--- src/rtl/timer_unit.sv ---
// -----------------------------------------------------------------------------
// timer_unit
//   Bus-programmable down-counting timer with one-shot and auto-reload modes
//   and a maskable, registered interrupt output.
//
//   Register map (addr):
//     00 CTRL   [0] Enable, [2:1] Mode (01 = auto-reload, else one-shot),
//               [3] IM (interrupt mask, 1 = irq enabled)
//     01 PRESET reload value for COUNT
//     10 COUNT  current count, read-only
//     11 unused, reads 0, writes ignored
//
//   Ports:
//     clk       system clock, rising edge
//     rst       asynchronous active-high reset
//     addr      word select
//     we        write strobe, sampled at clk rising edge
//     data_in   write data
//     data_out  combinational read data for addr
//     irq       registered interrupt request (irq_flag & IM)
// -----------------------------------------------------------------------------
module timer_unit (
    input  logic        clk,
    input  logic        rst,
    input  logic [1:0]  addr,
    input  logic        we,
    input  logic [31:0] data_in,
    output logic [31:0] data_out,
    output logic        irq
);

    typedef enum logic [1:0] {
        IDLE = 2'd0,
        LOAD = 2'd1,
        CNT  = 2'd2,
        INT  = 2'd3
    } state_t;

    localparam logic [1:0] MODE_AUTO = 2'b01;

    state_t      state_q, state_d;
    logic [3:0]  ctrl_q, ctrl_d;
    logic [31:0] preset_q, preset_d;
    logic [31:0] count_q, count_d;
    logic        irq_flag_q, irq_flag_d;
    logic        irq_q, irq_d;

    logic        ctrl_wr;
    logic        preset_wr;
    logic        enable;
    logic [1:0]  mode;

    assign ctrl_wr   = we && (addr == 2'b00);
    assign preset_wr = we && (addr == 2'b01);
    assign enable    = ctrl_q[0];
    assign mode      = ctrl_q[2:1];

    // ------------------------------------------------------------------
    // State register (together with all other datapath registers)
    // ------------------------------------------------------------------
    always_ff @(posedge clk or posedge rst) begin
        if (rst) begin
            state_q    <= IDLE;
            ctrl_q     <= '0;
            preset_q   <= '0;
            count_q    <= '0;
            irq_flag_q <= 1'b0;
            irq_q      <= 1'b0;
        end else begin
            state_q    <= state_d;
            ctrl_q     <= ctrl_d;
            preset_q   <= preset_d;
            count_q    <= count_d;
            irq_flag_q <= irq_flag_d;
            irq_q      <= irq_d;
        end
    end

    // ------------------------------------------------------------------
    // Next-state logic
    // ------------------------------------------------------------------
    always_comb begin
        state_d = state_q;
        unique case (state_q)
            IDLE: if (enable) state_d = LOAD;
            LOAD: state_d = CNT;
            CNT: begin
                if (!enable)
                    state_d = IDLE;
                else if (count_q == '0)
                    state_d = INT;
            end
            INT: state_d = (mode == MODE_AUTO) ? LOAD : IDLE;
            default: state_d = IDLE;
        endcase
    end

    // ------------------------------------------------------------------
    // Output / datapath logic
    // ------------------------------------------------------------------
    always_comb begin
        ctrl_d     = ctrl_q;
        preset_d   = preset_q;
        count_d    = count_q;
        irq_flag_d = irq_flag_q;

        // COUNT: only LOAD and a live, non-zero CNT change it, so it never wraps
        // and a PRESET write is seen only at the next LOAD.
        if (state_q == LOAD)
            count_d = preset_q;
        else if ((state_q == CNT) && enable && (count_q != '0))
            count_d = count_q - 32'd1;

        if (preset_wr)
            preset_d = data_in;

        // One-shot expiry drops Enable; a simultaneous bus write overrides it.
        if ((state_q == INT) && (mode != MODE_AUTO))
            ctrl_d[0] = 1'b0;
        if (ctrl_wr)
            ctrl_d = data_in[3:0];

        // irq_flag: clears (CTRL write, or auto-reload pulse end) lose to a set.
        if (ctrl_wr)
            irq_flag_d = 1'b0;
        if (irq_flag_q && (mode == MODE_AUTO))
            irq_flag_d = 1'b0;
        if (state_q == INT)
            irq_flag_d = 1'b1;
    end

    // irq is registered from the next-state flag and mask so it rises on the
    // same edge the flag sets, while still having no combinational bus path.
    assign irq_d = irq_flag_d & ctrl_d[3];
    assign irq   = irq_q;

    always_comb begin
        data_out = '0;
        unique case (addr)
            2'b00:   data_out = {28'b0, ctrl_q};
            2'b01:   data_out = preset_q;
            2'b10:   data_out = count_q;
            default: data_out = '0;
        endcase
    end

endmodule

--- config.mk ---
export PLATFORM = sky130hd
export DESIGN_NAME = timer_unit
export DESIGN_NICKNAME = d
export VERILOG_FILES = /design/src/rtl/timer_unit.sv
export SDC_FILE = /design/constraint.sdc
export NUM_CORES = 1
export LEC_CHECK = 0
export ABC_AREA = 1
export CAP_MARGIN = 20
export CORE_ASPECT_RATIO = 1.1
export CORE_MARGIN = 1.5
export CORE_UTILIZATION = 49
export DETAILED_ROUTE_END_ITERATION = 16
export GPL_ROUTABILITY_DRIVEN = 0
export PLACE_DENSITY_LB_ADDON = 0.3
export SKIP_CTS_REPAIR_TIMING = 1
export SLEW_MARGIN = 40
export SYNTH_ARGS = -nofsm -noshare
export SYNTH_HDL_FRONTEND = slang
export SYNTH_SLANG_ARGS = --single-unit
--- constraint.sdc ---
create_clock -name clk -period 2.05 [get_ports clk]
set_input_delay 0.205 -clock clk [delete_from_list [all_inputs] [get_ports clk]]
set_output_delay 0.205 -clock clk [all_outputs]
set_load 0.005 [all_outputs]
==> results of run 1 <==
logic make-up after synthesis:
kind of cell / synth area share (%)
flip-flops: 42.2
multiplexers: 3.17
XOR/XNOR: 1.64
adder cells (fa/ha/maj): 0.293
AND/OR/NAND/NOR: 31.7
buffers and inverters: 8.91
AO/OA/AOI/OAI: 12.0
worst max-delay path: cells and delay by family:
family	cells	cell delay [ns]
and+or+nand+nor	1	0.12
AOI/OAI and AO/OA	1	0.17
buffers and inverters	4	1.24
per-stage QoR:
stage / instance area (sq um) / TNS, ns
floorplan: 4270 / 0
global placement: 5170 / -0.0207
detailed placement: 5170 / -0.0733
CTS: 5400 / -0.125
global route: 5470 / -0.00148
finish: 5470 / 0
report_power, final:
| part | internal (uW) | total, uW | switching, uW |
|---|---|---|---|
| logic | 1140 | 2900 | 1760 |
| clock network | 750 | 1290 | 542 |
| registers | 1880 | 2360 | 477 |
| total | 3770 | 6550 | 2780 |
layer usage:
| metal | track usage [%] | wire (microns) |
|---|---|---|
| met5 | 0 | 0 |
| met4 | 9.23 | 192 |
| met3 | 3.77 | 670 |
| met2 | 44.4 | 5660 |
| met1 | 34.4 | 5010 |
cells in the final DEF (no fill, tap or decap), drive strengths merged:
cell type      synthesis  routed
dfrtp                 72      72
nand3b                 1       1
mux2                  12      12
nor2                  96      96
nand3                 54      54
o211ai                 3       3
ha                     1       1
bufinv                 0       2
inv                   73      74
clkdlybuf4s50          0      56
o221ai                 2       2
nand4                  4       4
clkbuf                14      11
a21oi                 33      33
o21ai                 42      42
xor2                   8       8
clkinv                 2       4
o22ai                 14      14
nand2                178     178
dlymetal6s2s           0      13
buf                    6      19
nor3                   1       1
path summary, 6_finish.rpt:
path | to | slack (ns)
max | data_out[21] | 0.09
min reg2reg | count_q[29] | 0.50
max in group asynchronous | count_q[8] | 1.33
min in group clk | ctrl_q[2] | 0.42
min | count_q[22] | 0.26
max reg2reg | count_q[11] | 0.19
synthesized netlist by cell type, types with 4 or more instances:
| master | n | area (sq um) |
|---|---|---|
| clkbuf_1 | 14 | 52.6 |
| o21ai_1 | 7 | 35.0 |
| mux2_2 | 12 | 135 |
| dfrtp_1 | 72 | 1800 |
| o21ai_0 | 34 | 170 |
| nor2_1 | 93 | 349 |
| nand3_1 | 54 | 270 |
| o22ai_1 | 14 | 87.6 |
| inv_1 | 73 | 274 |
| nand2_1 | 176 | 661 |
| xor2_1 | 8 | 70.1 |
| nand4_1 | 4 | 25.0 |
| a21oi_1 | 33 | 165 |
state kept, by name, indices dropped and copies added, names as in the netlist:
signal	flops
irq	1
irq_flag_q	1
state_q	2
count_q	32
ctrl_q	4
preset_q	32
layout make-up:
class | instances | area, sq um
inverters | 75 | 283
flip-flops and latches | 72 | 1800
well taps | 111 | 139
multi-input cells | 449 | 2110
fillers | 749 | 2940
repair buffers | 88 | 906
clock buffers | 11 | 151
clock inverters | 5 | 78.8
==> results.cfg, run 1 <==
[place]
post-place-ws_ns = -0.0453
port_buffers = 69
place_inst = 795
dp_hpwl_microns = 8400

[worst_hold_path]
hold_path.class = input pin to asynchronous set/reset pin

[sta]
slew_headroom_pct = 63.0
tightest_slew_ns = 0.555
hold_ws_ns = 0.265
fin_ws_ns = 0.0906
final.period_utilization_pct = 95.6
maxSlewViolCount = 0
period_minus_slack_ns = 1.96
hold_viol = 0
fmax_mhz = 510
fin_worst_skew_ns = 0.0126
setup_viol = 0

[clock_network]
cts_buffers = 9
cts.sinks = 72
htreeDepth = 3
insertion_delay_ns = 0.34
tritoncts = yes
clockBufferDepth = 2
root_buffer = clkbuf_8
clk_pin_slew_ns = 0.08

[critical_path]
cp-start-kind = input pin
cp-end-kind = primary output
cpMostUsedCell = clkdlybuf4s50_1
cp_slowest_cell = clkdlybuf4s50_1
critPathMaxFanout = 18
timing.rr.start = count_q[0]
cp_slowest_stage_delay_ns = 0.53
critical_path_required_ns = 1.85
critPathArrivalTime_ns = 1.75
setup.worst_path.start = addr[0]
r2r_cells = 10
path_cells = clkdlybuf4s50_1 -> inv_2 -> nand2_1 -> buf_12 -> o21ai_0 -> clkdlybuf4s50_1
criticalPathCategory = input pin to primary output

[power_and_ir_drop]
p_leak_uw = 0.00276
p_per_area_nw_per_um2 = 1200
power_uw = 6550
max-vdd-ir-drop_mv = 0.757

[logic_synthesis]
synthesis.nets = 654
syn_area_per_cell_sq_um = 6.93
synth_seq_area_share_pct = 42.2
synth-edff-count = 0
synth.cell_area_sq_um = 4270
syn_inst = 616
yosys_register_bits = 72
ys_types = 27
ys.flop_type = dfrtp_1
async_flop_share_pct = 100
ys_warn_count = 0

[global_route]
globalRouteOverflowTotal = 0
grt_usage_pct = 26.2
grt_pass1_vias = 4219
grt_first_pass_wirelength_microns = 19500
antenna_found_initial = 0
grt_max_degree = 53

[die]
rows = 35
coreArea_sq_um = 8410
die_h_microns = 101
io_pins = 70
die_w_microns = 92.0
initial_utilization_pct = 50.8
die-area_sq_um = 9280

[outcome]
run_status = complete, no violations

[route]
wl_per_cell_microns = 14.2
via_count = 4373
drtPass1Iterations = 5
viasPerCell = 5.39
ant_nets = 0
drc = 0
drt_iter0_markers = 266
wl_microns = 11500

[final_layout]
fin_nets = 733
diodes = 0
final_layout_size_suffix_gt1_share_pct = 8.86
final_util_pct = 65.1
stdcell_count = 811
area_growth_pct = 28.2

[run]
maxCapViolCount = 0
No activity file was read; power rests on OpenSTA's default activity.
==> run 2: changes to the inputs <==
- clock period: 2.05 -> 1.75 ns (I/O delays scaled with it)
==> results.cfg, run 2 (synthesis results as in run 1) <==
[critical_path]
critPathArrivalTime_ns = 1.75
critPathMaxFanout = 14
cp-start-kind = input pin
critical_path_required_ns = 1.57
regToRegEndpoint = count_q[3]
timing.rr.start = count_q[14]
criticalPathCategory = input pin to primary output
reg2reg_setup_slack_ns = 0.08
r2r_cells = 9
cp-end-kind = primary output

[route]
viasPerCell = 5.27
drc = 0
drt_iter0_markers = 298
wl_per_cell_microns = 14.4
ant_nets = 0
via_count = 4372
drtPass1Iterations = 5
wl_microns = 12000

[final_layout]
multi_input_area_sq_um = 2190
regArea_sq_um = 1800
final_common_cell = nand2_1
area_growth_pct = 34.6
diodes = 0
nFillCells = 712
reg_top3 = count_q x32, preset_q x32, ctrl_q x4
fin_nets = 751
final_layout_size_suffix_gt1_share_pct = 13.9
final_cell_mix = nand2_1 (173), nor2_1 (78), dfrtp_1 (70), inv_1 (69), nand3_1 (52)

[outcome]
run_status = finished, violations left
violations = negative setup slack

[place]
post-place-ws_ns = -0.267
dp_hpwl_microns = 8520
port_buffers = 69

[sta]
final.period_utilization_pct = 110
fin_tns_setup_ns = -1.96
setup_viol = 13
tightest_slew_ns = 0.427
fin_ws_ns = -0.179
fmax_mhz = 518
fin_worst_skew_ns = 0.0138
maxSlewViolCount = 0
rsz0062_at_grt = yes
slew_headroom_pct = 71.6
hold_viol = 0
period_minus_slack_ns = 1.93

[global_route]
grt_pass1_vias = 4183
grt_max_degree = 73
globalRouteOverflowTotal = 0
grt_usage_pct = 26.6
antenna_found_initial = 0
grt_first_pass_wirelength_microns = 19300

[die]
rows = 35
coreArea_sq_um = 8410
die_h_microns = 101
die-area_sq_um = 9280
initial_utilization_pct = 50.8
die_w_microns = 92.0
io_pins = 70

[clock_network]
cts_buffers = 9
insertion_delay_ns = 0.36
root_buffer = clkbuf_8
clockBufferDepth = 2
cts.sinks = 72
tritoncts = yes
htreeDepth = 3
clk_pin_slew_ns = 0.09

[run]
maxCapViolCount = 0

[power_and_ir_drop]
max-vdd-ir-drop_mv = 0.751
p_per_area_nw_per_um2 = 1450
p_leak_uw = 0.00295
power_uw = 8310

[worst_hold_path]
hold_path.class = input pin to asynchronous set/reset pin
## run 2: cell count changes in the layout (fill, tap and decap cells not counted), moves of 3 or more
cell / delta
clkdlybuf4s50_1: -7
dlymetal6s2s_1: +7
o21ai_1: +3
nor2_2: +14
nor2_1: -15
buf_4: +15
## run 2: stage by stage
stage	std cells	instance area, sq um	hold slack (ns)	util (%)
floorplan	616	4270	0.326	-
global placement	811	5320	0.470	63.3
detailed placement	811	5320	0.483	63.3
CTS	827	5560	0.274	66.2
global route	829	5740	0.304	68.3
finish	829	5740	0.227	68.3
## run 2: where the power goes
group / switching (uW) / leakage (uW) / total, uW / internal (uW)
Sequential: 564 / 0.000859 / 2770 / 2210
Clock: 687 / 0.000119 / 1640 / 949
Combinational: 2270 / 0.00197 / 3900 / 1630
Total: 3520 / 0.00295 / 8310 / 4780
## run 2: area by class of cell
type,count,area share (%)
multi-input cells,450,38.1
well taps,111,2.42
clock buffers,9,2.16
repair buffers,105,18.7
inverters,75,5.10
flip-flops and latches,72,31.4
clock inverters,7,2.09
## run 2: worst max-delay path by stage
stage / endpoint / from / depth (start not counted) / slack [ns]
final: data_out[22] / addr[0] / 7 / -0.18
after global routing: data_out[4] / addr[0] / 7 / -0.23
after CTS: data_out[3] / addr[0] / 7 / -0.28
after detailed placement: data_out[6] / addr[0] / 7 / -0.27
after global placement: data_out[3] / addr[0] / 7 / -0.25
after floorplan: count_q[5] / count_q[0] / 10 / 0.10
## run 2: routing by layer
layer | vias to the layer above | wire length (microns) | global-route usage (%)
met4 | 0 | 204 | 8.28
met2 | 160 | 5910 | 45.6
met5 | - | 0 | 0
li1 | 2157 | - | -
met1 | 2034 | 5160 | 34.1
met3 | 21 | 692 | 4.83
## run 2: critical path, stage by stage
cell and delay [ns]:
clkdlybuf4s50_1 0.49, inv_2 0.07, nor2_4 0.12, buf_6 0.19, nand2_1 0.07, o21ai_1 0.10
clkdlybuf4s50_1 0.53
==> run 3: changes to the inputs <==
- CORE_UTILIZATION: 49 -> 54
- clock period: 1.75 -> 1.8 ns (I/O delays scaled with it)
==> results.cfg, run 3 (synthesis results as in run 1) <==
[outcome]
run_status = complete, no violations

[power_and_ir_drop]
p_per_area_nw_per_um2 = 1390
p_comb_share_pct = 47.8
p_sw_uw = 3480
p_leak_uw = 0.00314
p_sw_share_pct = 43.4
seq_power_share_pct = 34.2
max-vdd-ir-drop_mv = 0.799
clockPowerShare_pct = 18.0
p_int_uw = 4540

[clock_network]
insertion_delay_ns = 0.36
cts.sinks = 72
clockBufferDepth = 2
tritoncts = yes
clk_pin_slew_ns = 0.07
cts_buffers = 9
root_buffer = clkbuf_8
htreeDepth = 3

[route]
drc = 0
drt_iter0_markers = 475
viasPerCell = 5.47
wl_microns = 12500
wl_per_cell_microns = 15.2
ant_nets = 0
drtPass1Iterations = 6
via_count = 4500

[die]
io_pins = 70
rows = 33
die_h_microns = 96.2
coreArea_sq_um = 7560
die-area_sq_um = 8450
initial_utilization_pct = 56.5
die_w_microns = 87.8

[place]
dp_hpwl_microns = 8480
port_buffers = 69
post-place-ws_ns = -0.308

[global_route]
grt_usage_pct = 29.8
grt_first_pass_wirelength_microns = 19300
globalRouteOverflowTotal = 0
grt_pass1_vias = 4088
grt_max_degree = 73
antenna_found_initial = 0

[final_layout]
final_common_cell = nand2_1
final_layout_size_suffix_gt1_share_pct = 14.9
final_cell_mix = nand2_1 (171), nor2_1 (75), inv_1 (69), dfrtp_1 (67), nand3_1 (53)
fin_nets = 751
reg_top3 = count_q x32, preset_q x32, ctrl_q x4
area_growth_pct = 35.5
diodes = 0

[critical_path]
cp-start-kind = flop
criticalPathCategory = flop to flop
critPathArrivalTime_ns = 2.00
cp-end-kind = flop
critPathMaxFanout = 8
critical_path_required_ns = 2.08

[sta]
fmax_mhz = 583
period_minus_slack_ns = 1.72
final.period_utilization_pct = 95.4
hold_viol = 0
fin_tns_setup_ns = 0
fin_ws_ns = 0.0835
slew_headroom_pct = 68.6
setup_viol = 0
fin_worst_skew_ns = 0.00682
maxSlewViolCount = 0
tightest_slew_ns = 0.471

[run]
maxCapViolCount = 0

[worst_hold_path]
hold_path.class = input pin to asynchronous set/reset pin
-- run 3: changes by cell type in the layout (fill, tap and decap cells not counted), moves of 3 or more --
cell,delta
o21ai_0,+3
clkdlybuf4s50_1,-13
nor2_4,+3
nand2_2,+3
dfrtp_2,+3
buf_4,-3
nor2_1,-3
dfrtp_1,-3
dlymetal6s2s_1,+13
o21ai_1,-3
-- run 3: metrics by stage --
stage | std cells | total power, uW | hold WS [ns] | area, sq um | util (%)
after floorplan | 616 | 4850 | 0.331 | 4270 | -
after CTS | 813 | 7550 | 0.285 | 5500 | 72.8
final | 822 | 8030 | 0.260 | 5780 | 76.5
after detailed placement | 798 | 6070 | 0.475 | 5280 | 69.9
after global placement | 798 | 5940 | 0.469 | 5280 | 69.9
after global routing | 822 | 8610 | 0.322 | 5780 | 76.5
-- run 3: routing by layer --
layer	share of wire [%]	up-vias	track usage (%)
li1	-	2158	-
met1	42	2092	39.1
met2	49	217	49.2
met3	7.5	33	5.92
met4	1.9	0	10.2
met5	0	-	0
-- run 3: power by group through the flow --
stage | combinational, uW | clock (uW) | sequential (uW)
2_1_floorplan | 2330 | 0 | 2520
6_report | 3830 | 1450 | 2740
5_1_grt | 4280 | 1530 | 2800
4_1_cts | 3450 | 1470 | 2640
3_5_place_dp | 3400 | 0 | 2660
3_3_place_gp | 3290 | 0 | 2640
-- run 3: final cells by class --
cell class / instances / area [sq um]
Multi-Input combinational cell: 450 / 2200
Sequential cell: 72 / 1810
Fill cell: 555 / 1770
Timing Repair Buffer: 104 / 1120
Inverter: 75 / 293
Clock buffer: 12 / 155
Tap cell: 105 / 131
Clock inverter: 3 / 65.1
Timing Repair inverter: 1 / 6.26
-- run 3: critical path, stage by stage, from the launching register on --
cell     delay, ns
dfrtp_1       0.40
inv_2         0.11
ha_4          0.17
nand2_2       0.09
nor2_2        0.12
nand2_2       0.09
o21ai_4       0.22
nand2_4       0.16
buf_4         0.18
o21ai_1       0.11
-- run 3: final timing paths --
check | start | to | slack [ns] | cells after the start
max | count_q[0] | count_q[0] | 0.08 | 9
min | rst | preset_q[24] | 0.26 | 3
max reg2reg | count_q[0] | count_q[0] | 0.08 | 9
min reg2reg | preset_q[2] | preset_q[2] | 0.50 | 2
max in group asynchronous | rst | count_q[14] | 1.19 | 3
min in group clk | data_in[4] | preset_q[4] | 0.39 | 3
